### src/rtl/beat_packer.sv
// Width upsizer: packs RATIO consecutive WIDTH-bit beats into one registered wide word.
// A beat flagged in_last closes the word early; out_keep marks the lanes that hold real beats.
module beat_packer #(
  parameter int WIDTH = 8,
  parameter int RATIO = 4
) (
  input  logic                   clk,
  input  logic                   reset,
  input  logic                   in_val,
  input  logic [WIDTH-1:0]       in_data,
  input  logic                   in_last,
  output logic                   in_rdy,
  output logic                   out_val,
  output logic [WIDTH*RATIO-1:0] out_data,
  output logic [RATIO-1:0]       out_keep,
  output logic                   out_last,
  input  logic                   out_rdy
);

  localparam int CW = $clog2(RATIO);
  localparam int AW = WIDTH * (RATIO - 1);
  localparam int OW = WIDTH * RATIO;
  localparam logic [CW-1:0] LAST_LANE = CW'(RATIO - 1);

  logic [AW-1:0]    acc_q, acc_d;
  logic [CW-1:0]    cnt_q, cnt_d;
  logic             val_q, val_d;
  logic [OW-1:0]    data_q, data_d;
  logic [RATIO-1:0] keep_q, keep_d;
  logic             last_q, last_d;

  logic             accept_s;
  logic             complete_s;
  logic [OW-1:0]    acc_ext_s;
  logic [OW-1:0]    word_s;
  logic [RATIO-1:0] keep_s;

  // A stalled output word blocks every beat, completing or not.
  assign in_rdy     = ~val_q | out_rdy;
  assign accept_s   = in_val & in_rdy;
  assign complete_s = accept_s & ((cnt_q == LAST_LANE) | in_last);
  assign acc_ext_s  = {{WIDTH{1'b0}}, acc_q};

  // Candidate output word: stored lanes below cnt, the incoming beat at cnt, zeros above.
  always_comb begin
    word_s = '0;
    keep_s = '0;
    for (int k = 0; k < RATIO; k++) begin
      if (CW'(k) < cnt_q) begin
        word_s[k*WIDTH +: WIDTH] = acc_ext_s[k*WIDTH +: WIDTH];
        keep_s[k]                = 1'b1;
      end else if (CW'(k) == cnt_q) begin
        word_s[k*WIDTH +: WIDTH] = in_data;
        keep_s[k]                = 1'b1;
      end else begin
        word_s[k*WIDTH +: WIDTH] = {WIDTH{1'b0}};
        keep_s[k]                = 1'b0;
      end
    end
  end

  // Next-state for accumulator, lane count and output register.
  always_comb begin
    acc_d  = acc_q;
    cnt_d  = cnt_q;
    val_d  = val_q;
    data_d = data_q;
    keep_d = keep_q;
    last_d = last_q;
    if (complete_s) begin
      acc_d  = '0;
      cnt_d  = '0;
      val_d  = 1'b1;
      data_d = word_s;
      keep_d = keep_s;
      last_d = in_last;
    end else begin
      if (accept_s) begin
        for (int k = 0; k < RATIO - 1; k++) begin
          if (CW'(k) == cnt_q) begin
            acc_d[k*WIDTH +: WIDTH] = in_data;
          end else begin
            acc_d[k*WIDTH +: WIDTH] = acc_q[k*WIDTH +: WIDTH];
          end
        end
        cnt_d = cnt_q + CW'(1);
      end else begin
        cnt_d = cnt_q;
      end
      val_d = val_q & ~out_rdy;
    end
  end

  // State registers; reset discards any partial accumulation and pending word.
  always_ff @(posedge clk or negedge reset) begin
    if (!reset) begin
      acc_q  <= '0;
      cnt_q  <= '0;
      val_q  <= 1'b0;
      data_q <= '0;
      keep_q <= '0;
      last_q <= 1'b0;
    end else begin
      acc_q  <= acc_d;
      cnt_q  <= cnt_d;
      val_q  <= val_d;
      data_q <= data_d;
      keep_q <= keep_d;
      last_q <= last_d;
    end
  end

  assign out_val  = val_q;
  assign out_data = data_q;
  assign out_keep = keep_q;
  assign out_last = last_q;

endmodule

### config.mk
export PLATFORM = sky130hd
export DESIGN_NAME = beat_packer
export DESIGN_NICKNAME = d
export VERILOG_FILES = /design/src/rtl/beat_packer.sv
export SDC_FILE = /design/constraint.sdc
export NUM_CORES = 1
export LEC_CHECK = 0
export CAP_MARGIN = 20
export CELL_PAD_IN_SITES_DETAIL_PLACEMENT = 0
export CELL_PAD_IN_SITES_GLOBAL_PLACEMENT = 1
export CORE_ASPECT_RATIO = 0.7
export CORE_MARGIN = 1
export CORE_UTILIZATION = 35
export CTS_BUF_LIST = sky130_fd_sc_hd__clkbuf_8
export DETAILED_ROUTE_END_ITERATION = 6
export DONT_BUFFER_PORTS = 1
export HOLD_SLACK_MARGIN = 0.05
export PLACE_DENSITY = 0.54
export SLEW_MARGIN = 10
export SYNTH_ARGS = -nofsm -noshare
export SYNTH_HDL_FRONTEND = slang
export SYNTH_SLANG_ARGS = --single-unit
### constraint.sdc
create_clock -name clk -period 3.5 [get_ports clk]
set_input_delay 0.35 -clock clk [delete_from_list [all_inputs] [get_ports clk]]
set_output_delay 0.35 -clock clk [all_outputs]
set_load 0.03 [all_outputs]
Word level (Yosys, flattened, before mapping)
Cells that the tools add are included.

operators by class
  add/subtract/negate cells = 1
  multiply operators = 0
  div/mod/pow operators = 0
  order comparisons = 4
  eq/ne operators = 4
  shifts and indexed selects = 0
  mux-type cells = 24
  bitwise logic cells = 7
  reductions and logical operators = 8

operator list
  operator                                                              number
  8-bit two-way mux                                                     11
  24-bit two-way mux                                                    2
  1-bit two-way mux                                                     9
  2-bit nonzero test                                                    4
  2-bit AND reduction                                                   3
  2-bit == test (first input constant)                                  2
  1-bit by 2-bit < comparator with 1-bit output (first input constant)  2
  2-bit < comparator (first input constant)                             2
  2-bit two-way mux                                                     2
  1-bit AND                                                             3
  2-bit by 1-bit adder with 2-bit output (second input constant)        1
  1-bit by 2-bit == test with 1-bit output (first input constant)       1
  2-bit == test (second input constant)                                 1
  2-bit zero test                                                       1
  1-bit inverter                                                        2
  1-bit OR                                                              2

storage, ports and cells
  flip-flop bits (word level) = 64
  bits in latches = 0
  RAM bits = 0
  memory bits (read-only) = 0
  input bits = 13
  output and inout bits = 39
  word-level logic and storage cells = 56
  memories kept = 0

Depth between registers and ports, before layout
  depth in word-level cells = 6
  gate-level depth with buffers = 7
  mapped depth without buffers = 5

Worst setup path before layout
OpenSTA, ideal clock, no wires.

  path type = register to register
  start = register cnt_q[1]
  end = register acc_q[10]
  setup time = 69 ps
  data arrival time = 1914 ps
  required time = 3431 ps
  path slack = 1517 ps
  cell stages (with the launch flop) = 6
  path buffers = 1
  clock period less this slack = 1983 ps
  cells stage by stage = dfrtp_1 > clkbuf_1 > inv_1 > ha_1 > o311ai_1 > a22o_1

on the way
  word-level cells in the longest chain between the ends = 5
  elaborated cells on any way between the ends = 8
  those cells by class = eq/ne: 2; mux: 1; bitwise: 2; reduce/logical: 3

ends and longest elaborated chain
  element                        line  RTL
  start: declaration             26    logic [CW-1:0] cnt_q, cnt_d;
  start signal: assignment       105   cnt_q <= cnt_d;
  2-bit == test                  41    assign complete_s = accept_s & ((cnt_q == LAST_LANE) | in_last);
  1-bit OR                       41
  1-bit AND                      41
  2-bit nonzero test (no line)   n/a
  2-bit AND reduction (no line)  n/a
  end signal: assignment         97    acc_q <= '0;
  end signal: assignment         104   acc_q <= acc_d;
  end: declaration               25    logic [AW-1:0] acc_q, acc_d;

Several ways; a longest one is shown, not always the timed one.
A chain may end at the register's enable or synchronous reset.

Final worst setup path
  start = register cnt_q[1]
  end = register data_q[23] (netlist: out_data[23])

on the way
  word-level cells in the longest chain between the ends = 3
  elaborated cells on any way between the ends = 7
  those cells by class = order compare: 1; eq/ne: 2; mux: 2; bitwise: 2

ends and longest elaborated chain
  element                                                line    RTL
  2-bit == test (on tied branches)                       52, 41
  8-bit two-way mux / 1-bit OR (equally long branches)   52, 41
  8-bit two-way mux / 1-bit AND (equally long branches)  49, 41
  end signal: assignment                                 107     data_q <= data_d;
  end: declaration                                       28      logic [OW-1:0] data_q, data_d;

Several ways; a longest one is shown, not always the timed one.

==> results_tabular.tex <==
\begin{tabular}{lr}
\hline
Metric & Value \\
\hline
\multicolumn{2}{l}{\textbf{Outcome}} \\
\quad Status & completed \\
\multicolumn{2}{l}{\textbf{STA}} \\
\quad Post-layout min period & 2.49 ns \\
\quad Fin Setup TNS & 0 ns \\
\quad Max Freq & 402 MHz \\
\quad Worst Tran Pin Value & 0.661 ns \\
\quad Share of the cycle needed by the critical path after routing & 71.0\% \\
\quad Pins over their slew limit & 0 \\
\quad Final setup violation count & 0 \\
\quad Final Hold Violating Endpoints & 0 \\
\quad Unrepaired setup endpoints after global routing & false \\
\quad Worst slew margin relative to its limit & 55.9\% \\
\quad Setup skew after layout & 0.00540 ns \\
\multicolumn{2}{l}{\textbf{Synthesis}} \\
\quad Cells after synthesis & 218 \\
\quad Fraction of post-synthesis cell area in the top cell type by area & 56.0\% \\
\quad Adder-cell share of the synthesized area & 2.63\% \\
\quad Most area-hungry cell type in the Yosys netlist & sky130\_fd\_sc\_hd\_\_dfrtp\_1 \\
\quad Post-synthesis mux area share & 15.7\% \\
\quad Dominant cells by area after synthesis & sky130\_fd\_sc\_hd\_\_dfrtp\_1, sky130\_fd\_sc\_hd\_\_a22o\_1, sky130\_fd\_sc\_hd\_\_mux2\_4 \\
\quad Number of synthesized register bits & 64 \\
\quad Sequential share of the synthesized area & 56.0\% \\
\quad Syn nets & 237 \\
\quad Main combinational cell family by area after synthesis & multiplexers \\
\quad Synth Warn \# & 0 \\
\quad Post-synthesis average cell area & 13.1 sq um \\
\quad Mapped cell area & 2860 sq um \\
\quad Simple-gate share of the synthesized area & 6.52\% \\
\quad XOR/XNOR Fraction of Synth Area & 0\% \\
\quad Fraction of the mapped netlist area in compound gates & 15.4\% \\
\quad Cell variety after synth & 27 \\
\multicolumn{2}{l}{\textbf{Cells and area}} \\
\quad Final antenna diode count & 0 \\
\quad Combined area of the multi-input logic cells & 1150 sq um \\
\quad FILL cells & 720 \\
\quad Layout cell share with drive strength beyond 1 & 24.0\% \\
\quad Area taken by flip-flops and latches & 1600 sq um \\
\quad Finished Layout Cells & 326 \\
\quad Net count of the finished layout & 239 \\
\quad Post-synthesis to final-layout area growth & 10.6\% \\
\multicolumn{2}{l}{\textbf{Detailed routing}} \\
\quad Average routed wire per standard cell & 20.2 um \\
\quad DRC violations left & 0 \\
\quad Initial DRT Pass Iterations & 4 \\
\quad Routed wire length & 6600 um \\
\quad Vias & 1,756 \\
\quad Via-per-instance ratio & 5.39 \\
\quad First DRT Iteration DRCs & 81 \\
\quad Routed Antenna Nets & 0 \\
\multicolumn{2}{l}{\textbf{Pwr}} \\
\quad Cell internal pwr & 1470 uW \\
\quad Worst voltage drop across the vdd grid & 0.260 mV \\
\quad Leak pwr & 0.00153 uW \\
\quad Sw frac & 34.9\% \\
\quad Power per Cell Area & 716 nW/um\^{}2 \\
\quad Clock share of power & 28.1\% \\
\quad Logic pwr share & 17.2\% \\
\quad Part of the total power dissipated in sequential elements & 54.6\% \\
\quad Switching power summed over all nets & 788 uW \\
\multicolumn{2}{l}{\textbf{CTS}} \\
\quad Number of buffers inserted by hold repair at cts & 2 \\
\quad Number of clock sinks & 64 \\
\quad Worst skew pair latency & 0.34 ns \\
\quad Post-CTS setup-driven buffer insertion count & 0 \\
\quad CTS HTree Levels & 3 \\
\quad TritonCTS clock tree & done \\
\quad Number of resized instances in the post-cts repair step & 0 \\
\quad Total CTS buffers & 9 \\
\quad Clock root buffer & sky130\_fd\_sc\_hd\_\_clkbuf\_8 \\
\quad Clock slew at the register clock pins of the worst setup and hold paths & 0.07 ns \\
\quad Maximum clock insertion buffer count & 2 \\
\multicolumn{2}{l}{\textbf{Place}} \\
\quad Estimated wirelength of the detail-placed design & 4320 um \\
\quad Final weighted congestion in routability-driven placement & 0.731 \\
\quad Count of placed standard cells including taps & 307 \\
\quad Count of port buffers added during placement & 0 \\
\multicolumn{2}{l}{\textbf{Critical path}} \\
\quad Max incr delay on CP & 0.64 ns \\
\quad Data required, critical path & 3.73 ns \\
\quad Kind of end point of the critical path & register \\
\quad Beginning of the worst register-to-register path & cnt\_q[1]\$\_DFFE\_PN0P\_ \\
\quad Path depth of the worst reg2reg path & 5 \\
\quad Reg2Reg Setup Slack & 1.01 ns \\
\quad CP Launch Type & register \\
\quad Critical Path AT & 2.71 ns \\
\quad Worst reg2reg path endpoint & out\_data[23]\$\_DFFE\_PN0P\_ \\
\quad Crit path kind & reg2reg \\
\quad Ordered cell list for the critical path & ha\_1 -> nor2\_2 -> nand3b\_1 -> buf\_4 -> mux2\_4 \\
\quad Peak fanout along the critical path & 17 \\
\quad Critical-path top delay cell & sky130\_fd\_sc\_hd\_\_dfrtp\_1 \\
\multicolumn{2}{l}{\textbf{Global route}} \\
\quad Initial antenna violation count & 0 \\
\quad GRT Overall Usage & 17.5\% \\
\quad Remaining global-route overflow & 0 \\
\quad Wire length of the first global-routing pass & 10,600 um \\
\quad Vias in the first global route & 1,789 \\
\quad Met2 demand-to-capacity share in global routing & 25.6\% \\
\quad Met1 track utilization from global routing & 22.8\% \\
\quad Global routing met3 resource utilization & 8.15\% \\
\quad Busiest layer in global routing & met2 \\
\quad Maximum number of pins on one net before global-route repair & 65 \\
\multicolumn{2}{l}{\textbf{Floorplan}} \\
\quad DIE WIDTH & 110 um \\
\quad Core Area & 7870 sq um \\
\quad Die extent in y & 77.6 um \\
\quad Die area & 8540 sq um \\
\quad Initial core utilization & 36.3\% \\
\quad Core Rows & 27 \\
\quad Number of I/O pins & 52 \\
\multicolumn{2}{l}{\textbf{Worst hold path}} \\
\quad Classification of the worst-slack hold path & in2reg \\
\quad Hold Crit Depth & 1 \\
\quad Terminating pin of the worst hold path & out\_data[24]\$\_DFFE\_PN0P\_ \\
\quad Startpoint of the worst hold path & in\_data[0] \\
\multicolumn{2}{l}{\textbf{Flow run}} \\
\quad Max Cap Violations & 0 \\
\hline
\end{tabular}
worst max path at each step:
stage / from / to / cells past startpoint
global route: cnt_q[1]$_DFFE_PN0P_ / out_data[22]$_DFFE_PN0P_ / 5
floorplan: cnt_q[1]$_DFFE_PN0P_ / acc_q[10]$_DFFE_PN0P_ / 5
finish: cnt_q[1]$_DFFE_PN0P_ / out_data[23]$_DFFE_PN0P_ / 5
global placement: cnt_q[1]$_DFFE_PN0P_ / out_data[20]$_DFFE_PN0P_ / 5
detailed placement: cnt_q[1]$_DFFE_PN0P_ / out_data[18]$_DFFE_PN0P_ / 5
CTS: cnt_q[1]$_DFFE_PN0P_ / out_data[18]$_DFFE_PN0P_ / 5
synthesized netlist by cell type (all sizes together):
library cell / instances
dfrtp: 64
a22o: 36
mux2: 32
nand2: 25
o21ai: 15
buf: 9
clkbuf: 6
ha: 6
inv: 5
and4: 3
o311ai: 3
mux2i: 2
nand2b: 2
nand4: 2
nor2: 2
a21o: 1
and2: 1
and3: 1
nand3: 1
nand3b: 1
nor2b: 1
critical path: cells and delay by family (launching register included):
kind / cells / cell delay, ns
mux: 1 / 0.31
simple gates: 2 / 0.61
buf+inv: 1 / 0.39
flops: 1 / 0.64
fa+ha+maj: 1 / 0.40
metal layers:
metal  part of all wire [%]  up-vias
li1                       -      795
met1                     46      906
met2                     47       48
met3                    6.4        7
met4                    1.1        0
met5                      0        -
cell type report:
class	count	area share, %
Multi-Input combinational cell	134	36.4
Tap cell	101	4.00
Timing Repair Buffer	6	2.06
Clock inverter	5	1.50
Sequential cell	64	50.7
Inverter	5	0.594
Clock buffer	11	4.79
stage by stage:
stage	setup WS, ns	util, %	instance area [sq um]	total power, uW	hold WS (ns)
4_1_cts	1.01	40.1	3150	2300	0.118
3_5_place_dp	1.02	37.1	2920	1620	0.0560
6_report	1.01	40.1	3160	2260	0.137
2_1_floorplan	1.52	-	2860	1530	0.0544
3_3_place_gp	1.17	37.1	2920	1610	0.0560
5_1_grt	0.827	40.1	3160	2390	0.111
logic make-up (layout without fill, tap and decap cells):
| kind of cell | count (synthesis) | in the layout |
|---|---|---|
| DFF | 64 | 64 |
| AOI/OAI and AO/OA | 55 | 55 |
| and+or+nand+nor | 39 | 39 |
| muxes | 34 | 34 |
| buffers and inverters | 20 | 27 |
| adders and majority gates | 6 | 6 |
registers in the layout (all words and copies together) (netlist names):
register,cells
cnt_q,2
out_keep,4
out_val,1
out_data,32
out_last,1
acc_q,24
layout by cell type, fill, tap and decap left out, drive strengths merged, types with 2 or more instances in the layout:
| master | count |
|---|---|
| a22o | 36 |
| and4 | 3 |
| buf | 4 |
| clkbuf | 12 |
| clkinv | 2 |
| dfrtp | 64 |
| ha | 6 |
| inv | 7 |
| mux2 | 32 |
| mux2i | 2 |
| nand2 | 25 |
| nand2b | 2 |
| nand4 | 2 |
| nor2 | 2 |
| o21ai | 15 |
| o311ai | 3 |
power groups by stage:
stage / combinational [uW] / clock (uW) / sequential (uW)
6_report: 390 / 636 / 1230
5_1_grt: 435 / 700 / 1260
4_1_cts: 397 / 662 / 1240
3_5_place_dp: 375 / 0 / 1250
3_3_place_gp: 365 / 0 / 1240
2_1_floorplan: 331 / 0 / 1200
Note: power is estimated with default switching activity, not from simulation.
